<file path="config.mk">
export PLATFORM = sky130hd
export DESIGN_NAME = sram_like_arbiter
export DESIGN_NICKNAME = d
export VERILOG_FILES = /design/src/rtl/cpu_bus_pkg.sv /design/src/rtl/sram_like_arb_pick.sv /design/src/rtl/sram_like_arbiter.sv
export SDC_FILE = /design/constraint.sdc
export NUM_CORES = 1
export LEC_CHECK = 0
export CAP_MARGIN = 20
export CORE_AREA = 2 2 121 123
export CTS_BUF_LIST = sky130_fd_sc_hd__clkbuf_8 sky130_fd_sc_hd__clkbuf_16
export DETAILED_ROUTE_END_ITERATION = 8
export DIE_AREA = 0 0 123 125
export GPL_TIMING_DRIVEN = 0
export PLACE_DENSITY = 0.78
export REMOVE_ABC_BUFFERS = 1
export SLEW_MARGIN = 20
export SYNTH_ARGS = -nofsm -noshare
export SYNTH_HDL_FRONTEND = slang
export SYNTH_SLANG_ARGS = --single-unit
</file>
<file path="constraint.sdc">
create_clock -name clk -period 1.7 [get_ports clk]
set_clock_uncertainty 0.15 [all_clocks]
set_input_delay 0.255 -clock clk [delete_from_list [all_inputs] [get_ports clk]]
set_output_delay 0.255 -clock clk [all_outputs]
set_load 0.01 [all_outputs]
</file>
<file path="src/rtl/cpu_bus_pkg.sv">
// ============================================================================
// Module      : cpu_bus_pkg
// Description : Shared arbiter state, owner and transfer-size encodings.
// Revision    : 1.0  initial release
// ============================================================================
`default_nettype none

package cpu_bus_pkg;

  typedef enum logic [1:0] {
    ST_IDLE  = 2'd0,
    ST_ISSUE = 2'd1,
    ST_WAIT  = 2'd2
  } arb_state_t;

  typedef enum logic {
    OWN_INST = 1'b0,
    OWN_DATA = 1'b1
  } owner_t;

  localparam logic [1:0] SIZE_BYTE = 2'd0;
  localparam logic [1:0] SIZE_HALF = 2'd1;
  localparam logic [1:0] SIZE_WORD = 2'd2;

endpackage

`default_nettype wire

</file>
<file path="src/rtl/sram_like_arb_pick.sv">
// ============================================================================
// Module      : sram_like_arb_pick
// Description : Combinational winner select between instruction and data
//               requests. SRAM_ARB_RR_EN selects round-robin on ties.
// Revision    : 1.0  initial release
// ============================================================================
`default_nettype none

module sram_like_arb_pick
  import cpu_bus_pkg::*;
(
  input  logic   i_inst_req,
  input  logic   i_data_req,
`ifdef SRAM_ARB_RR_EN
  input  owner_t i_last_grant,
`endif
  output logic   o_valid,
  output owner_t o_winner
);

  always_comb begin
    o_valid  = i_inst_req | i_data_req;
    o_winner = i_data_req ? OWN_DATA : OWN_INST;
`ifdef SRAM_ARB_RR_EN
    // On a tie, hand the bus to whichever port did not win last time.
    if (i_inst_req && i_data_req) begin
      o_winner = (i_last_grant == OWN_INST) ? OWN_DATA : OWN_INST;
    end
`endif
  end

endmodule

`default_nettype wire

</file>
<file path="src/rtl/sram_like_arbiter.sv">
// ============================================================================
// Module      : sram_like_arbiter
// Description : Shares one SRAM-like master bus between the instruction and
//               data ports, one transaction in flight. SRAM_ARB_RR_EN enables
//               round-robin arbitration (default: data has fixed priority).
// Revision    : 1.0  initial release
// ============================================================================
`default_nettype none

module sram_like_arbiter #(
  parameter int ADDR_W = 32,
  parameter int DATA_W = 32
) (
  input  logic              clk,
  input  logic              rstn,
  input  logic              inst_req,
  input  logic              inst_wr,
  input  logic [1:0]        inst_size,
  input  logic [ADDR_W-1:0] inst_addr,
  input  logic [DATA_W-1:0] inst_wdata,
  output logic              inst_addr_ok,
  output logic              inst_data_ok,
  output logic [DATA_W-1:0] inst_rdata,
  input  logic              data_req,
  input  logic              data_wr,
  input  logic [1:0]        data_size,
  input  logic [ADDR_W-1:0] data_addr,
  input  logic [DATA_W-1:0] data_wdata,
  output logic              data_addr_ok,
  output logic              data_data_ok,
  output logic [DATA_W-1:0] data_rdata,
  output logic              m_req,
  output logic              m_wr,
  output logic [1:0]        m_size,
  output logic [ADDR_W-1:0] m_addr,
  output logic [DATA_W-1:0] m_wdata,
  input  logic [DATA_W-1:0] m_rdata,
  input  logic              m_addr_ok,
  input  logic              m_data_ok,
  output logic              busy
);

  import cpu_bus_pkg::*;

  arb_state_t        r_state;
  arb_state_t        w_state_nxt;
  owner_t            r_owner;
  owner_t            w_winner;
  logic              w_grant_valid;
  logic              w_accept;
  logic              w_done;
  logic              r_wr;
  logic [1:0]        r_size;
  logic [ADDR_W-1:0] r_addr;
  logic [DATA_W-1:0] r_wdata;

`ifdef SRAM_ARB_RR_EN
  owner_t            r_last_grant;
`endif

  sram_like_arb_pick u_pick (
    .i_inst_req   (inst_req),
    .i_data_req   (data_req),
`ifdef SRAM_ARB_RR_EN
    .i_last_grant (r_last_grant),
`endif
    .o_valid      (w_grant_valid),
    .o_winner     (w_winner)
  );

  // rstn gating keeps addr_ok low while reset is held even if a req lingers.
  assign w_accept = rstn && (r_state == ST_IDLE) && w_grant_valid;
  assign w_done   = (r_state == ST_WAIT) && m_data_ok;

  always_ff @(posedge clk or negedge rstn) begin
    if (!rstn) begin
      r_state <= ST_IDLE;
    end else begin
      r_state <= w_state_nxt;
    end
  end

  always_comb begin
    w_state_nxt  = r_state;
    inst_addr_ok = 1'b0;
    data_addr_ok = 1'b0;
    inst_data_ok = 1'b0;
    data_data_ok = 1'b0;
    inst_rdata   = '0;
    data_rdata   = '0;
    m_req        = 1'b0;
    busy         = (r_state != ST_IDLE);
    case (r_state)
      ST_IDLE: begin
        if (w_accept) begin
          w_state_nxt  = ST_ISSUE;
          inst_addr_ok = (w_winner == OWN_INST);
          data_addr_ok = (w_winner == OWN_DATA);
        end
      end
      ST_ISSUE: begin
        m_req = 1'b1;
        if (m_addr_ok) begin
          w_state_nxt = ST_WAIT;
        end
      end
      ST_WAIT: begin
        if (w_done) begin
          w_state_nxt = ST_IDLE;
          if (r_owner == OWN_INST) begin
            inst_data_ok = 1'b1;
            inst_rdata   = m_rdata;
          end else begin
            data_data_ok = 1'b1;
            data_rdata   = m_rdata;
          end
        end
      end
      default: w_state_nxt = ST_IDLE;
    endcase
  end

  always_ff @(posedge clk or negedge rstn) begin
    if (!rstn) begin
      r_owner <= OWN_INST;
      r_wr    <= 1'b0;
      r_size  <= SIZE_BYTE;
      r_addr  <= '0;
      r_wdata <= '0;
    end else if (w_accept) begin
      r_owner <= w_winner;
      if (w_winner == OWN_DATA) begin
        r_wr    <= data_wr;
        r_size  <= data_size;
        r_addr  <= data_addr;
        r_wdata <= data_wdata;
      end else begin
        r_wr    <= inst_wr;
        r_size  <= inst_size;
        r_addr  <= inst_addr;
        r_wdata <= inst_wdata;
      end
    end
  end

`ifdef SRAM_ARB_RR_EN
  always_ff @(posedge clk or negedge rstn) begin
    if (!rstn) begin
      r_last_grant <= OWN_INST;
    end else if (w_accept) begin
      r_last_grant <= w_winner;
    end
  end
`endif

  assign m_wr    = r_wr;
  assign m_size  = r_size;
  assign m_addr  = r_addr;
  assign m_wdata = r_wdata;

endmodule

`default_nettype wire

</file>
After elaboration in Yosys (flattened, before gate mapping) --
Cells that the tools add are included.
Storage, ports and cells: input port bits 172, register bits after elaboration 70, output and inout bits 137, word-level logic and storage cells 45
Cells by class: muxes and demuxes 26, equal/unequal tests 5, reduce and logical (&&, ||, !) cells 6, bitwise gates (word level) 2
Operators with widths (number):
- $mux W32 | 8
- $mux W1 | 13
- $mux W2 | 4
- $ne A2 B2 Y1 const B | 3
- $pmux W2 S3 | 1
- $logic_and A1 B1 Y1 | 3
- $reduce_and A3 Y1 | 1
- $eq A2 B1 Y1 const B | 1
- $eq A2 B2 Y1 const B | 1
- $logic_not A2 Y1 | 1
- $reduce_bool A2 Y1 | 1
- $not A1 Y1 | 1
- $or A1 B1 Y1 | 1

Depth between registers and ports, before layout --
depth after elaboration 5, depth in mapped cells 5, depth with buffers taken out 3

Cells and area by module --
Synthesis repeated with hierarchy kept, for this count alone.
Unflattened totals: cells, all modules 304, area total of the unflattened synthesis 4172.8 um2
Modules (own cells, without submodules):
- sram_like_arbiter | cells each 302, times used 1, seq. area each 1751.7 um2, area each 4159.0 um2
- sram_like_arb_pick | cells each 2, times used 1, seq. area each 0.0 um2, area each 13.8 um2

Worst setup path after synthesis --
No wires, ideal clock.
path type reg2out, start reg r_state[0], end out inst_rdata[22], data arrival time 1.205 ns, data required time 1.295 ns, buffers on the path 1, setup slack 0.090 ns, cell stages (with the launch flop) 4, cells stage by stage dfrtp_1 -> and4bb_2 -> clkbuf_1 -> and2_1
Between the ends: cells in the longest elaborated chain, start to end 4
Ends and longest elaborated chain:
- start, declared | RTL line sram_like_arbiter.sv:45 | arb_state_t r_state;
- start signal, assigned | RTL line sram_like_arbiter.sv:79 | r_state <= w_state_nxt;
- $eq A2 B2 Y1 (*) | RTL line sram_like_arbiter.sv:73, sram_like_arbiter.sv:93
- $logic_and A1 B1 Y1 | RTL line sram_like_arbiter.sv:73 | assign w_done = (r_state == ST_WAIT) && m_data_ok;
- $mux W32 | RTL line sram_like_arbiter.sv:108 | if (w_done) begin
- $mux W32 (*) | RTL line sram_like_arbiter.sv:93 | case (r_state)
- end, declared | RTL line sram_like_arbiter.sv:23 | output logic [DATA_W-1:0] inst_rdata,
Mark *: on every way between the ends. The rest lies on a longest branch, timed or not.

Final worst setup path --
start reg r_state[1], end out inst_rdata[20]
Same word-level chain as after synthesis.

==> flow_metrics.tcl <==
set metrics [dict create \
    synth.area.top_cells "dfrtp_1 45%, mux2_2 35%, and2_1 10%, mux2_4 3.1%, mux2_1 1.7%" \
    rsz0062_at_grt "yes" \
    die_area_sq_um 15380 \
    p_total_w 0.01093 \
    synth_commonest_cells "120 x mux2_2, 70 x dfrtp_1, 64 x and2_1" \
    die_h_um 125 \
    tritoncts "done" \
    via_count 4047 \
    clockRootBuffer "clkbuf_16" \
    synth_edf_count 0 \
    portBuffers 308 \
    hold_viol 40 \
    ys_async_sr_fraction_pct 100.0 \
    slew_headroom_pct 73.06 \
    ir_drop_uv 705.2 \
    grt_pass1_vias 4385 \
    gp_congestion 0.7130 \
    r2r_setup_slack_ns -0.25 \
    r2r-start "r_state[0]" \
    finalMaxSlewViolations 0 \
    status "finished with violations" \
    clk_pin_slew_ns 0.06 \
    yosysTopAreaCell "dfrtp_1" \
    synth_seq_cells 70 \
    ys_seq_area_share_pct 44.74 \
    grt_usage_pct 20.40 \
    drtIter0Drc 76 \
    crit_arrival_ns 1.72 \
    initial_core_util_pct 27.56 \
    core_region_area_sq_um 14200 \
    htreeDepth 3 \
    synth_warnings 0 \
    boundaryPins 309 \
    fin_crit_ns 2.125 \
    drt_pass1_iterations 4 \
    routed_wl_um 17660 \
    startpoint "r_state[1]" \
    final_antenna_net_count 0 \
    period_share_pct 125.0 \
    wl_per_cell_um 20.49 \
    grt_pass1_wl_um 23920 \
    syn_area_sq_um 3915 \
    utilization_pct 61.90 \
    r2r_cells 8 \
    grt_overflow 0 \
    critPathMaxFanout 7 \
    setup_violations 104 \
    max_freq_mhz 470.6 \
    synthFlopType "dfrtp_1" \
    grt_max_degree 46 \
    clock_latency_ns 0.32 \
    drc 0 \
    rows 44 \
    yosys.cell_types.count 20 \
    hold_buffers 5 \
    nNetsFinal 844 \
    avgSynthCellArea_sq_um 12.96 \
    hold_ws_ns -0.1002 \
    drive_gt1_share_pct 53.85 \
    powerDensity_nw_per_um2 1244 \
    antenna_found_initial 2 \
    p_leak_nw 3.862 \
    routed_via_density 4.695 \
    tightest_slew_ns 0.4042 \
    cts_made_buffers 9 \
    hold_path.class "input pin to async pin" \
    clock_sinks 70 \
    synth_top_area_share_pct 44.74 \
    violations "hold timing, setup timing" \
    hpwl_um 10160 \
    reg2reg_to "m_addr[27]" \
    clockBufferDepth 2 \
    syn_inst 302 \
    crit_path_end_kind "output pin" \
    worstSetupPathType "register to output pin" \
    yosysMostFrequentCell "mux2_2" \
    crit_path_start_kind "register" \
    chipWidth_um 123 \
    fin_ws_ns -0.4248 \
    cp_data_required_time_ns 1.29 \
    crit_end "inst_rdata[20]" \
    cap_violations 0 \
    syn_to_final_growth_pct 124.6 \
]
-- final cells by class --
type	instances	area (sq um)
clock inverters	6	111.4
repair buffers	372	4096
diodes	2	5.005
flip-flops and latches	70	1755
inverters	2	10.01
clock buffers	9	225.2
well taps	184	230.2
multi-input cells	217	2359
fillers	1033	5411
-- worst max-delay path: stages, from the launching register on --
cell	delay [ns]
dfrtp_2	0.49
buf_6	0.17
and4bb_4	0.28
buf_6	0.11
buf_6	0.10
and2_1	0.11
buf_2	0.13
-- state kept, by name, summed over array words and instances, names as in the netlist --
name,count
r_owner,1
m_wr,1
m_wdata,32
r_state,2
m_size,2
m_addr,32
-- timing repair --
item | 4_1_cts | 5_1_grt
hold endpoints to repair | 40 | 40
setup buffers | 38 | 10
endpoints found under the setup margin | 95 | 138
resized for setup | 374 | 138
pin swaps | 26 | 18
cloned | 12 | 5
-- power breakdown --
part           internal, W  switching [W]  leakage, nW
clock network      0.00143       0.000742        0.161
registers          0.00252       0.000517        0.817
logic              0.00371        0.00202         2.88
total              0.00765        0.00328         3.86
-- cells by family (layout without fill, tap and decap cells) --
logic type      Yosys count  count (layout)  share of synthesized area [%]
other cells               0               2                              0
buf+inv                  23             389                          3.611
flops                    70              70                          44.74
compound gates            4               4                         0.8628
simple gates             71              79                          11.47
mux                     134             134                          39.31
-- cells in the final DEF, fill, tap and decap left out, drive strengths merged --
cell type	Yosys	layout
nor2	3	3
clkinv	0	2
mux2	134	134
a22o	1	1
dlygate4sd2	0	3
dlymetal6s2s	0	4
dlygate4sd3	0	1
and4bb	1	5
o21ai	1	1
clkdlybuf4s50	0	229
o211ai	1	1
bufinv	0	3
a21o	1	1
and3	1	1
buf	15	130
dfrtp	70	70
clkinvlp	0	1
nand2b	1	1
inv	2	2
clkbuf	6	14
diode	0	2
and2	64	64
and4b	1	5
-- stage by stage --
step | instance area (sq um) | setup TNS (ns) | hold WS, ns | setup WS (ns) | cells
3_3_place_gp | 7094 | -641.27 | 0.3227 | -6.303 | 773
3_5_place_dp | 7221 | -79.47 | 0.07828 | -1.014 | 778
2_1_floorplan | 3781 | -79.45 | -0.1906 | -1.146 | 281
6_report | 8792 | -27.12 | -0.1002 | -0.4248 | 862
4_1_cts | 8135 | -22.81 | -0.1025 | -0.3603 | 848
5_1_grt | 8792 | -31.44 | -0.09152 | -0.4732 | 862
-- how the worst min path moves through the flow --
stage	slack [ns]	endpoint	cells after the start	start
after global routing	-0.09	m_addr[27]	4	rstn
after detailed placement	0.08	m_wdata[22]	1	rstn
after CTS	-0.10	m_addr[17]	4	rstn
after floorplan	-0.19	m_addr[0]	0	rstn
after global placement	0.32	r_owner	1	r_owner
final	-0.10	m_addr[27]	4	rstn
-- per-layer routing --
layer	global-route usage, %	share of wire (%)	vias to the layer above
met5	0	0	-
met4	9.693	4.6	0
met3	6.159	8.8	45
met2	37.44	52	230
met1	20.69	35	1962
li1	-	-	1810
Power figures use the tool's default switching activity.
